[src/rtl/timer_pkg.sv]
// Shared types and constants for the programmable seconds timer.
//   timer_state_t : FSM state encoding (IDLE, RUN, PAUSED, DONE)
//   MODE_ONESHOT / MODE_PERIODIC : value of the latched "periodic" input
package timer_pkg;

    typedef enum logic [1:0] {
        IDLE   = 2'd0,
        RUN    = 2'd1,
        PAUSED = 2'd2,
        DONE   = 2'd3
    } timer_state_t;

    localparam logic MODE_ONESHOT  = 1'b0;
    localparam logic MODE_PERIODIC = 1'b1;

endpackage

[src/rtl/sec_prescaler.sv]
// Divides clk down to a one-cycle tick once per second.
// Ports:
//   clk  in  system clock
//   rst  in  synchronous, active-high reset (count <= 0)
//   clr  in  synchronous clear (count <= 0), used on (re)start
//   en   in  count enable; the count holds while low
//   tick out high in the cycle the count sits at CLOCK_FREQ-1 while en
module sec_prescaler #(
    parameter int unsigned CLOCK_FREQ = 100_000_000
) (
    input  logic clk,
    input  logic rst,
    input  logic clr,
    input  logic en,
    output logic tick
);

    localparam int unsigned CNT_W = (CLOCK_FREQ > 1) ? $clog2(CLOCK_FREQ) : 1;
    localparam logic [CNT_W-1:0] TERM = CNT_W'(CLOCK_FREQ - 1);

    logic [CNT_W-1:0] count;

    assign tick = en && (count == TERM);

    always_ff @(posedge clk) begin
        if (rst || clr) begin
            count <= '0;
        end else if (en) begin
            if (count == TERM) begin
                count <= '0;
            end else begin
                count <= count + 1'b1;
            end
        end
    end

endmodule

[src/rtl/seconds_timer.sv]
// Programmable seconds timer with pause/resume, one-shot or periodic mode.
// Optional feature: define SECONDS_OUT_EN to expose secs_left.
// Ports:
//   clk       in   system clock
//   rst       in   synchronous, active-high reset
//   start     in   1-cycle pulse: latch duration/periodic and (re)start
//   pause     in   level: freeze the countdown while high (RUN only)
//   periodic  in   sampled at start: 0 one-shot, 1 auto-reload
//   duration  in   seconds to count, sampled at start
//   busy      out  high in RUN or PAUSED
//   timeout   out  level: one-shot completed, held until start or rst
//   expire    out  1-cycle pulse at each expiry
//   secs_left out  remaining whole seconds (SECONDS_OUT_EN only)
module seconds_timer
    import timer_pkg::*;
#(
    parameter int unsigned CLOCK_FREQ = 100_000_000,
    parameter int unsigned SEC_W      = 8
) (
    input  logic             clk,
    input  logic             rst,
    input  logic             start,
    input  logic             pause,
    input  logic             periodic,
    input  logic [SEC_W-1:0] duration,
    output logic             busy,
    output logic             timeout,
    output logic             expire
`ifdef SECONDS_OUT_EN
    ,
    output logic [SEC_W-1:0] secs_left
`endif
);

    timer_state_t     state;
    logic [SEC_W-1:0] remaining;
    logic [SEC_W-1:0] dur_q;
    logic             mode_q;
    logic             sec_tick;

    sec_prescaler #(
        .CLOCK_FREQ(CLOCK_FREQ)
    ) u_prescaler (
        .clk  (clk),
        .rst  (rst),
        .clr  (start),
        .en   (state == RUN),
        .tick (sec_tick)
    );

`ifdef SECONDS_OUT_EN
    // remaining is itself a register and is already 0 outside RUN/PAUSED,
    // so it is exposed directly.
    assign secs_left = remaining;
`endif

    always_ff @(posedge clk) begin
        if (rst) begin
            state     <= IDLE;
            remaining <= '0;
            dur_q     <= '0;
            mode_q    <= MODE_ONESHOT;
            busy      <= 1'b0;
            timeout   <= 1'b0;
            expire    <= 1'b0;
        end else begin
            expire <= 1'b0;
            if (start) begin
                // start wins over pause and over a coincident expiry
                dur_q     <= duration;
                mode_q    <= periodic;
                remaining <= duration;
                if (duration == '0) begin
                    state   <= DONE;
                    busy    <= 1'b0;
                    expire  <= 1'b1;
                    timeout <= 1'b1;
                end else begin
                    state   <= RUN;
                    busy    <= 1'b1;
                    timeout <= 1'b0;
                end
            end else begin
                case (state)
                    RUN: begin
                        // the prescaler still counts in the cycle pause is first
                        // seen, so a tick landing there must be honoured
                        if (sec_tick && remaining == SEC_W'(1)) begin
                            expire <= 1'b1;
                            if (mode_q == MODE_PERIODIC) begin
                                remaining <= dur_q;
                                state     <= pause ? PAUSED : RUN;
                            end else begin
                                remaining <= '0;
                                state     <= DONE;
                                busy      <= 1'b0;
                                timeout   <= 1'b1;
                            end
                        end else begin
                            if (sec_tick && remaining > SEC_W'(1)) begin
                                remaining <= remaining - 1'b1;
                            end
                            if (pause) begin
                                state <= PAUSED;
                            end
                        end
                    end
                    PAUSED: begin
                        if (!pause) begin
                            state <= RUN;
                        end
                    end
                    default: begin
                        // IDLE and DONE only leave on start
                    end
                endcase
            end
        end
    end

endmodule

[config.mk]
export PLATFORM = sky130hd
export DESIGN_NAME = seconds_timer
export DESIGN_NICKNAME = d
export VERILOG_FILES = /design/src/rtl/timer_pkg.sv /design/src/rtl/sec_prescaler.sv /design/src/rtl/seconds_timer.sv
export SDC_FILE = /design/constraint.sdc
export NUM_CORES = 1
export LEC_CHECK = 0
export ABC_AREA = 1
export ABC_CLOCK_PERIOD_IN_PS = 3000
export CAP_MARGIN = 20
export CORE_MARGIN = 2
export CORE_UTILIZATION = 40
export CTS_CLUSTER_DIAMETER = 100
export CTS_CLUSTER_SIZE = 12
export DETAILED_ROUTE_END_ITERATION = 10
export GPL_ROUTABILITY_DRIVEN = 0
export SLEW_MARGIN = 0
export SYNTH_ARGS = -nofsm -noshare
export SYNTH_HDL_FRONTEND = slang
export SYNTH_HIERARCHICAL = 1
export SYNTH_SLANG_ARGS = --single-unit
export TNS_END_PERCENT = 1
[constraint.sdc]
create_clock -name clk -period 3 [get_ports clk]
set_clock_uncertainty 0.05 [all_clocks]
set_input_delay 0.6 -clock clk [delete_from_list [all_inputs] [get_ports clk]]
set_output_delay 0.6 -clock clk [all_outputs]
set_load 0.01 [all_outputs]
==> impl_results.rst, run 1 <==
.. list-table::
   :header-rows: 1

   * - Metric
     - Value
   * - Total negative slack
     - 0 ns
   * - 1st-pass router iterations
     - 4
   * - Final clock period utilization by the worst path
     - 0.7210
   * - Number of CTS-inserted buffers
     - 5
   * - Result of the run
     - completed
   * - DIE AREA
     - 7495 um2
   * - Global-route wire length before repair
     - 10.14 mm
   * - Measured slew at the worst slew-check pin
     - 0.5405 ns
   * - Row count
     - 30
   * - Achievable frequency
     - 462.3 MHz
   * - Top FF cell, synth
     - dfxtp_1
   * - Total gr overflow
     - 0
   * - Source-to-sink clock delay at the later pin of the worst-skew pair
     - 0.31 ns
   * - Share of the yosys chip area belonging to registers
     - 0.3596
   * - Clock Tree Root
     - clkbuf_8
   * - Endpoint type of the worst setup path
     - flop
   * - Compound-Gate Fraction of Synth Area
     - 0.08624
   * - Effective utilization at floorplan
     - 0.4082
   * - EDFF count, synth
     - 0
   * - Crit path required time
     - 3.15 ns
   * - Boundary Pins
     - 16
   * - Final setup violation count
     - 0
   * - Layout-stage area growth over the synthesis result
     - 12.11%
   * - Clock tree from TritonCTS
     - built
   * - DRT Wirelength
     - 5.854 mm
   * - Die boundary width
     - 86.58 um
   * - Hold-fix buffers, CTS
     - 0
   * - DP Wirelength
     - 4.525 mm
   * - Worst-case setup slack after placement
     - 0.8449 ns
   * - Number of inserted diodes
     - 0
   * - Unrepaired setup endpoints after global routing
     - false
   * - Sort of element at the start of the critical path
     - flop
   * - Number of pins exceeding their max-slew limit in the final report
     - 0
   * - Area share of fa/ha/maj cells after synthesis
     - 0.01376
   * - Vias after detailed routing
     - 2482
   * - Vertical die dimension
     - 86.58 um
   * - Number of fill cells in the layout
     - 699
   * - Hold Vio Cnt, Final
     - 0
   * - Number of antenna violations at the first check in global routing
     - 0
   * - Share of flip-flops with an asynchronous set or reset after synthesis
     - 0
   * - Dominant combinational cell family by area after synthesis
     - simple AND/OR/NAND/NOR gates
   * - Post-layout worst setup margin
     - 0.8370 ns
   * - Level count of the clock H-tree
     - 2
   * - Min cycle time layout
     - 2.163 ns
   * - Post-synthesis average cell area
     - 6.525 um2
   * - Cell types occupying the most area after synthesis
     - dfxtp_1 36%, nand2_1 15%, nor2_1 12%
   * - Number of DRC violations after detailed routing
     - 0
   * - P_leak
     - 1.170 nW
   * - Number of instances resized during post-cts repair
     - 0
   * - Register clock-pin slew on the reported worst setup and hold paths
     - 0.08 ns
   * - Total Routing Usage GR
     - 0.1715
   * - Endpoint arrival time on the critical path
     - 2.31 ns
   * - Nets@finish
     - 453
   * - Worst-case vdd ir drop
     - 0.2307 mV
   * - Buffer count from post-CTS setup fixing
     - 0
   * - Number of DRC markers after the initial detailed-route iteration
     - 82
   * - Routed Antenna Nets
     - 0
   * - Synth Area in Simple Gates
     - 0.4303
   * - Area share of the leading cell type in the synthesized netlist
     - 0.3596
   * - Synthesized-area fraction occupied by xor and xnor cells
     - 0.03853
   * - Share of post-route cells with drive strength above 1
     - 0.1053
   * - Maximum number of pins on one net before global-route repair
     - 18
   * - Average via count per standard cell
     - 4.801
   * - Number of clock sinks
     - 49
   * - Post-synthesis sequential element count
     - 49
   * - Number of distinct library cells after synthesis
     - 34
   * - Headroom to the max-slew limit
     - 0.6396
   * - Type of the most critical hold path
     - reg2reg
   * - Via count of the first global-routing pass
     - 2360
   * - Placeable core region
     - 6681 um2
   * - Port Buffer Count
     - 15
   * - Bufs on Longest Clock Path
     - 2
   * - Largest area contributor in the netlist
     - dfxtp_1
   * - Synth Warn #
     - 6
   * - Detail-routed net length per standard cell
     - 11.32 um
   * - Pwr Density
     - 411.2 nW/um2
   * - Proportion of synthesized area in mux cells
     - 0.003670
   * - Max cap viols
     - 0
   * - Type of the worst setup path
     - reg2reg
   * - Worst-path fanout max
     - 7
   * - Post-synthesis net count
     - 434
   * - Post-synthesis instance area
     - 2728 um2
   * - Number of instances in the synthesized netlist
     - 418
## state kept, by name, summed over array words and instances, names as in the netlist
signal,cells
dur_q,8
expire,1
mode_q,1
remaining,8
timeout,1
busy,1
state,2
u_prescaler/count,27
## through the flow
| stage | utilization | hold slack [ns] | power (mW) | instance area, um2 | instances |
|---|---|---|---|---|---|
| floorplan | - | 0.3906 | 0.8195 | 2728 | 418 |
| global placement | 0.4448 | 0.4099 | 0.8718 | 2972 | 510 |
| detailed placement | 0.4448 | 0.4078 | 0.8729 | 2972 | 510 |
| CTS | 0.4577 | 0.4211 | 1.277 | 3058 | 517 |
| global route | 0.4577 | 0.4411 | 1.330 | 3058 | 517 |
| finish | 0.4577 | 0.4209 | 1.257 | 3058 | 517 |
## layout make-up
class                      instances  area, um2  share of cell area
timing repair buffer              18      172.7             0.05646
tap                               80      100.1             0.03273
multi-input combinational        322       1562              0.5106
sequential                        49      980.9              0.3208
clock buffer                       7      86.33             0.02823
inverter                          41      156.4             0.05115
## report_power, final
part / leakage [nW] / switching [mW] / total, mW / internal, mW
Clock: 0.0443 / 0.217 / 0.400 / 0.183
Combinational: 0.726 / 0.105 / 0.171 / 0.0664
Sequential: 0.399 / 0.0160 / 0.686 / 0.670
## worst max-delay path: stages, from the launching register on
cell and delay [ns]:
dfxtp_1 0.31, inv_1 0.08, nand2_1 0.12, inv_1 0.23, nand2_1 0.08, inv_1 0.06, nand2_1 0.04, nor2_1 0.08
nand2_1 0.09, nor2_2 0.16, nand3_2 0.14, nor2_4 0.20, nand2_2 0.13, o21ai_0 0.20, a21oi_1 0.09
## final timing paths
check,endpoint,from,depth (start not counted),slack (ns)
worst max register to register,state[1],state[1],14,0.84
worst min register to register,dur_q[2],dur_q[2],2,0.42
worst min-delay path,dur_q[2],dur_q[2],2,0.42
worst max-delay path,state[1],state[1],14,0.84
## kinds of logic after synthesis
family | after synthesis
AND/OR/NAND/NOR | 262
flip-flops | 49
buffers and inverters | 47
AO/OA/AOI/OAI | 44
XOR/XNOR | 12
adder cells (fa/ha/maj) | 3
multiplexers | 1
## per-layer routing
metal / GRT usage / wire, um / part of all wire / vias up
met3: 0.02952 / 159 / 0.027 / 8
met2: 0.3112 / 2765 / 0.47 / 31
li1: - / - / - / 1341
met5: 0 / 0 / 0 / -
met4: 0.06818 / 99 / 0.017 / 0
met1: 0.1987 / 2830 / 0.48 / 1102
## cell usage after synthesis, types with 5 or more instances
cell,count
nand2_1,112
nor2_1,88
dfxtp_1,49
inv_1,34
a21oi_1,22
nand3_1,18
o21ai_0,12
nand2_2,8
nor2_2,8
xor2_1,8
nor2_4,7
inv_2,5
## cell usage in the layout (no fill, tap or decap), types with 4 or more instances in the layout
| cell | Yosys | routed |
|---|---|---|
| a21oi_1 | 22 | 22 |
| clkbuf_8 | 0 | 6 |
| clkdlybuf4s50_1 | 0 | 15 |
| dfxtp_1 | 49 | 49 |
| inv_1 | 34 | 34 |
| inv_2 | 5 | 5 |
| nand2_1 | 112 | 112 |
| nand2_2 | 8 | 8 |
| nand3_1 | 18 | 18 |
| nor2_1 | 88 | 88 |
| nor2_2 | 8 | 8 |
| nor2_4 | 7 | 7 |
| nor3_1 | 4 | 4 |
| o21ai_0 | 12 | 12 |
| o21ai_1 | 4 | 4 |
| xnor2_1 | 4 | 4 |
| xor2_1 | 8 | 8 |
Note: power is estimated with default switching activity, not from simulation.
==> inputs of run 2 (changes only) <==
ABC_CLOCK_PERIOD_IN_PS = 1800   (was 3000)
clock period = 1.8 ns   (was 3 ns; I/O delays follow)
==> impl_results.rst, run 2 (synthesis gave the netlist of run 1 again) <==
.. list-table::
   :header-rows: 1

   * - Metric
     - Value
   * - Result of the run
     - complete, but fails checks
   * - Violations in the final reports
     - negative setup slack
   * - Max stage delay cell, worst path
     - dfxtp_2
   * - Nets@finish
     - 491 (+8.4%)
   * - Number of pins exceeding their max-slew limit in the final report
     - 0 (unchanged)
   * - P_leak
     - 1.400 nW (+20%)
   * - Worst-path fanout max
     - 7 (unchanged)
   * - Measured slew at the worst slew-check pin
     - 0.3332 ns (-0.2073 ns)
   * - Number of DRC violations after detailed routing
     - 0 (unchanged)
   * - Number of antenna violations at the first check in global routing
     - 0 (unchanged)
   * - Total Routing Usage GR
     - 0.1908 (+0.01930)
   * - Layout-stage area growth over the synthesis result
     - 26.79%
   * - Number of inserted diodes
     - 0 (unchanged)
   * - Boundary Pins
     - 16 (unchanged)
   * - Final setup violation count
     - 9 (+9)
   * - DP Wirelength
     - 4.990 mm (+10%)
   * - Number of CTS-inserted buffers
     - 5 (unchanged)
   * - Maximum number of pins on one net before global-route repair
     - 17 (-1)
   * - Endpoint arrival time on the critical path
     - 2.03 ns (-0.28 ns)
   * - Vertical die dimension
     - 86.58 um (unchanged)
   * - Maximum single-stage delay on the critical path
     - 0.36 ns (+0.05 ns)
   * - Post-Route M1 WL
     - 3.416 mm (+21%)
   * - Share of post-route cells with drive strength above 1
     - 0.2185 (+0.1132)
   * - Routed wire length on met2
     - 2.753 mm (-0.43%)
   * - Headroom to the max-slew limit
     - 0.7762 (+0.1365)
   * - Type of the most critical hold path
     - reg2reg
   * - Final clock period utilization by the worst path
     - 1.022 (+0.3009)
   * - Sort of element at the start of the critical path
     - flop
   * - Most common cell after layout, fill and taps aside
     - nand2_1
   * - Dominant cell type by count on the critical path
     - nor2_4
   * - Register name with the most flops
     - u_prescaler/count
   * - Uppermost routed layer
     - met4
   * - Die boundary width
     - 86.58 um (unchanged)
   * - Global-route wire length before repair
     - 11.54 mm (+14%)
   * - Max cap viols
     - 0 (unchanged)
   * - Unrepaired setup endpoints after global routing
     - true
   * - Buffer count from post-CTS setup fixing
     - 0 (unchanged)
   * - Pwr Density
     - 615.8 nW/um2 (+50%)
   * - Port Buffer Count
     - 15 (unchanged)
   * - Number of clock sinks
     - 49 (unchanged)
   * - Post-layout worst setup margin
     - -0.03953 ns (-0.8765 ns)
   * - Worst-case vdd ir drop
     - 0.4128 mV (+79%)
   * - Register clock-pin slew on the reported worst setup and hold paths
     - 0.09 ns (about the same)
   * - Hold-fix buffers, CTS
     - 0 (unchanged)
   * - Routed Antenna Nets
     - 0 (unchanged)
   * - Critical path, cell by cell
     - ha_4, nand2_4, nor2_4, nand2_2, inv_2, nand2_2, nor2_4, nand3_4, nor2_4, nand2_4, o21ai_1, nor2_1, nor2_1
   * - Clock tree from TritonCTS
     - built
   * - Via count of the first global-routing pass
     - 2594 (+9.9%)
   * - Row count
     - 30 (unchanged)
   * - Level count of the clock H-tree
     - 2 (unchanged)
   * - Buffering stage count on the worst path with inverters included
     - 1 (-2)
   * - DIE AREA
     - 7495 um2 (unchanged)
   * - Bufs on Longest Clock Path
     - 2 (unchanged)
   * - Achievable frequency
     - 543.6 MHz (+18%)
   * - Post-layout instance area
     - 3458 um2 (+13%)
   * - Number of fill cells in the layout
     - 672 (-3.9%)
   * - DRT Wirelength
     - 6.413 mm (+9.5%)
   * - Number of DRC markers after the initial detailed-route iteration
     - 111 (+35%)
   * - Crit path required time
     - 1.99 ns (-1.16 ns)
   * - Min cycle time layout
     - 1.840 ns (-0.3235 ns)
   * - Endpoint type of the worst setup path
     - flop
   * - Effective utilization at floorplan
     - 0.4082 (unchanged)
   * - Cell family contributing the most delay on the critical path
     - simple AND/OR/NAND/NOR gates
   * - Hold Vio Cnt, Final
     - 0 (unchanged)
   * - Detail-routed net length per standard cell
     - 11.53 um (+1.9%)
   * - Area after DPL
     - 3307 um2 (+11%)
   * - Combined area of the multi-input logic cells
     - 1659 um2 (+6.2%)
   * - Total gr overflow
     - 0 (unchanged)
   * - Biggest registers after layout
     - u_prescaler/count (27), dur_q (8), remaining (8)
   * - Wire length on met3
     - 169 um (+6.3%)
   * - Most frequent cells in the layout
     - 108 x nand2_1, 85 x nor2_1, 46 x dfxtp_1
   * - Source-to-sink clock delay at the later pin of the worst-skew pair
     - 0.30 ns (about the same)
   * - Worst-case setup slack after placement
     - -0.08394 ns (-0.9289 ns)
   * - Average via count per standard cell
     - 4.728 (-1.5%)
   * - Vias after detailed routing
     - 2629 (+5.9%)
   * - Type of the worst setup path
     - reg2reg
   * - Area taken by flip-flops and latches
     - 984.7 um2 (+0.38%)
   * - Placeable core region
     - 6681 um2 (unchanged)
   * - Flip-flop count of the largest register after layout
     - 27 (unchanged)
   * - Clock Tree Root
     - clkbuf_8
   * - 1st-pass router iterations
     - 4 (unchanged)
-- run 2: layout make-up --
| type | instances | share of cell area |
|---|---|---|
| clock inverters | 2 | 0.004342 |
| repair buffers | 56 | 0.1360 |
| well taps | 80 | 0.02894 |
| flip-flops and latches | 49 | 0.2847 |
| clock buffers | 6 | 0.02098 |
| inverters | 41 | 0.04522 |
| multi-input cells | 322 | 0.4797 |
-- run 2: routing by layer --
layer / global-route usage / vias to the layer above
met5: 0 / -
met4: 0.05256 / 0
met3: 0.03238 / 6
met2: 0.2951 / 33
met1: 0.2741 / 1171
li1: - / 1419
-- run 2: path summary, 6_finish.rpt --
check	start	end	slack [ns]	cells after the start
min reg2reg	dur_q[5]	dur_q[5]	0.43	2
max reg2reg	u_prescaler/count[0]	remaining[4]	-0.04	13
max	u_prescaler/count[0]	remaining[4]	-0.04	13
min	dur_q[5]	dur_q[5]	0.43	2
-- run 2: power by group --
| part | switching (mW) | leakage (nW) | internal (mW) | total (mW) |
|---|---|---|---|---|
| combinational | 0.193 | 0.962 | 0.144 | 0.337 |
| sequential | 0.0286 | 0.400 | 1.12 | 1.15 |
| clock | 0.372 | 0.0374 | 0.274 | 0.646 |
-- run 2: tightest hold or removal path: stages (launching register included) --
cell	delay [ns]
dfxtp_1	0.30
nand2_1	0.07
a21oi_1	0.06
-- run 2: per-stage QoR --
stage	utilization	power, mW	hold slack, ns	cells	TNS [ns]
after global routing	0.5176	2.261	0.4476	556	-1.890
after CTS	0.5133	2.155	0.4313	556	-0.6327
after floorplan	-	1.369	0.3906	418	-0.01765
after global placement	0.4949	1.489	0.4126	548	-0.1990
after detailed placement	0.4949	1.492	0.4201	548	-0.6210
final	0.5176	2.130	0.4273	556	-0.1756
-- run 2: what timing repair did --
action / 4_1_cts / 5_1_grt
hold endpoints to repair: 0 / 0
pin swaps: 7 / 1
gates resized for setup: 10 / 9
endpoints found under the setup margin: 10 / 13
cloned: 0 / 0
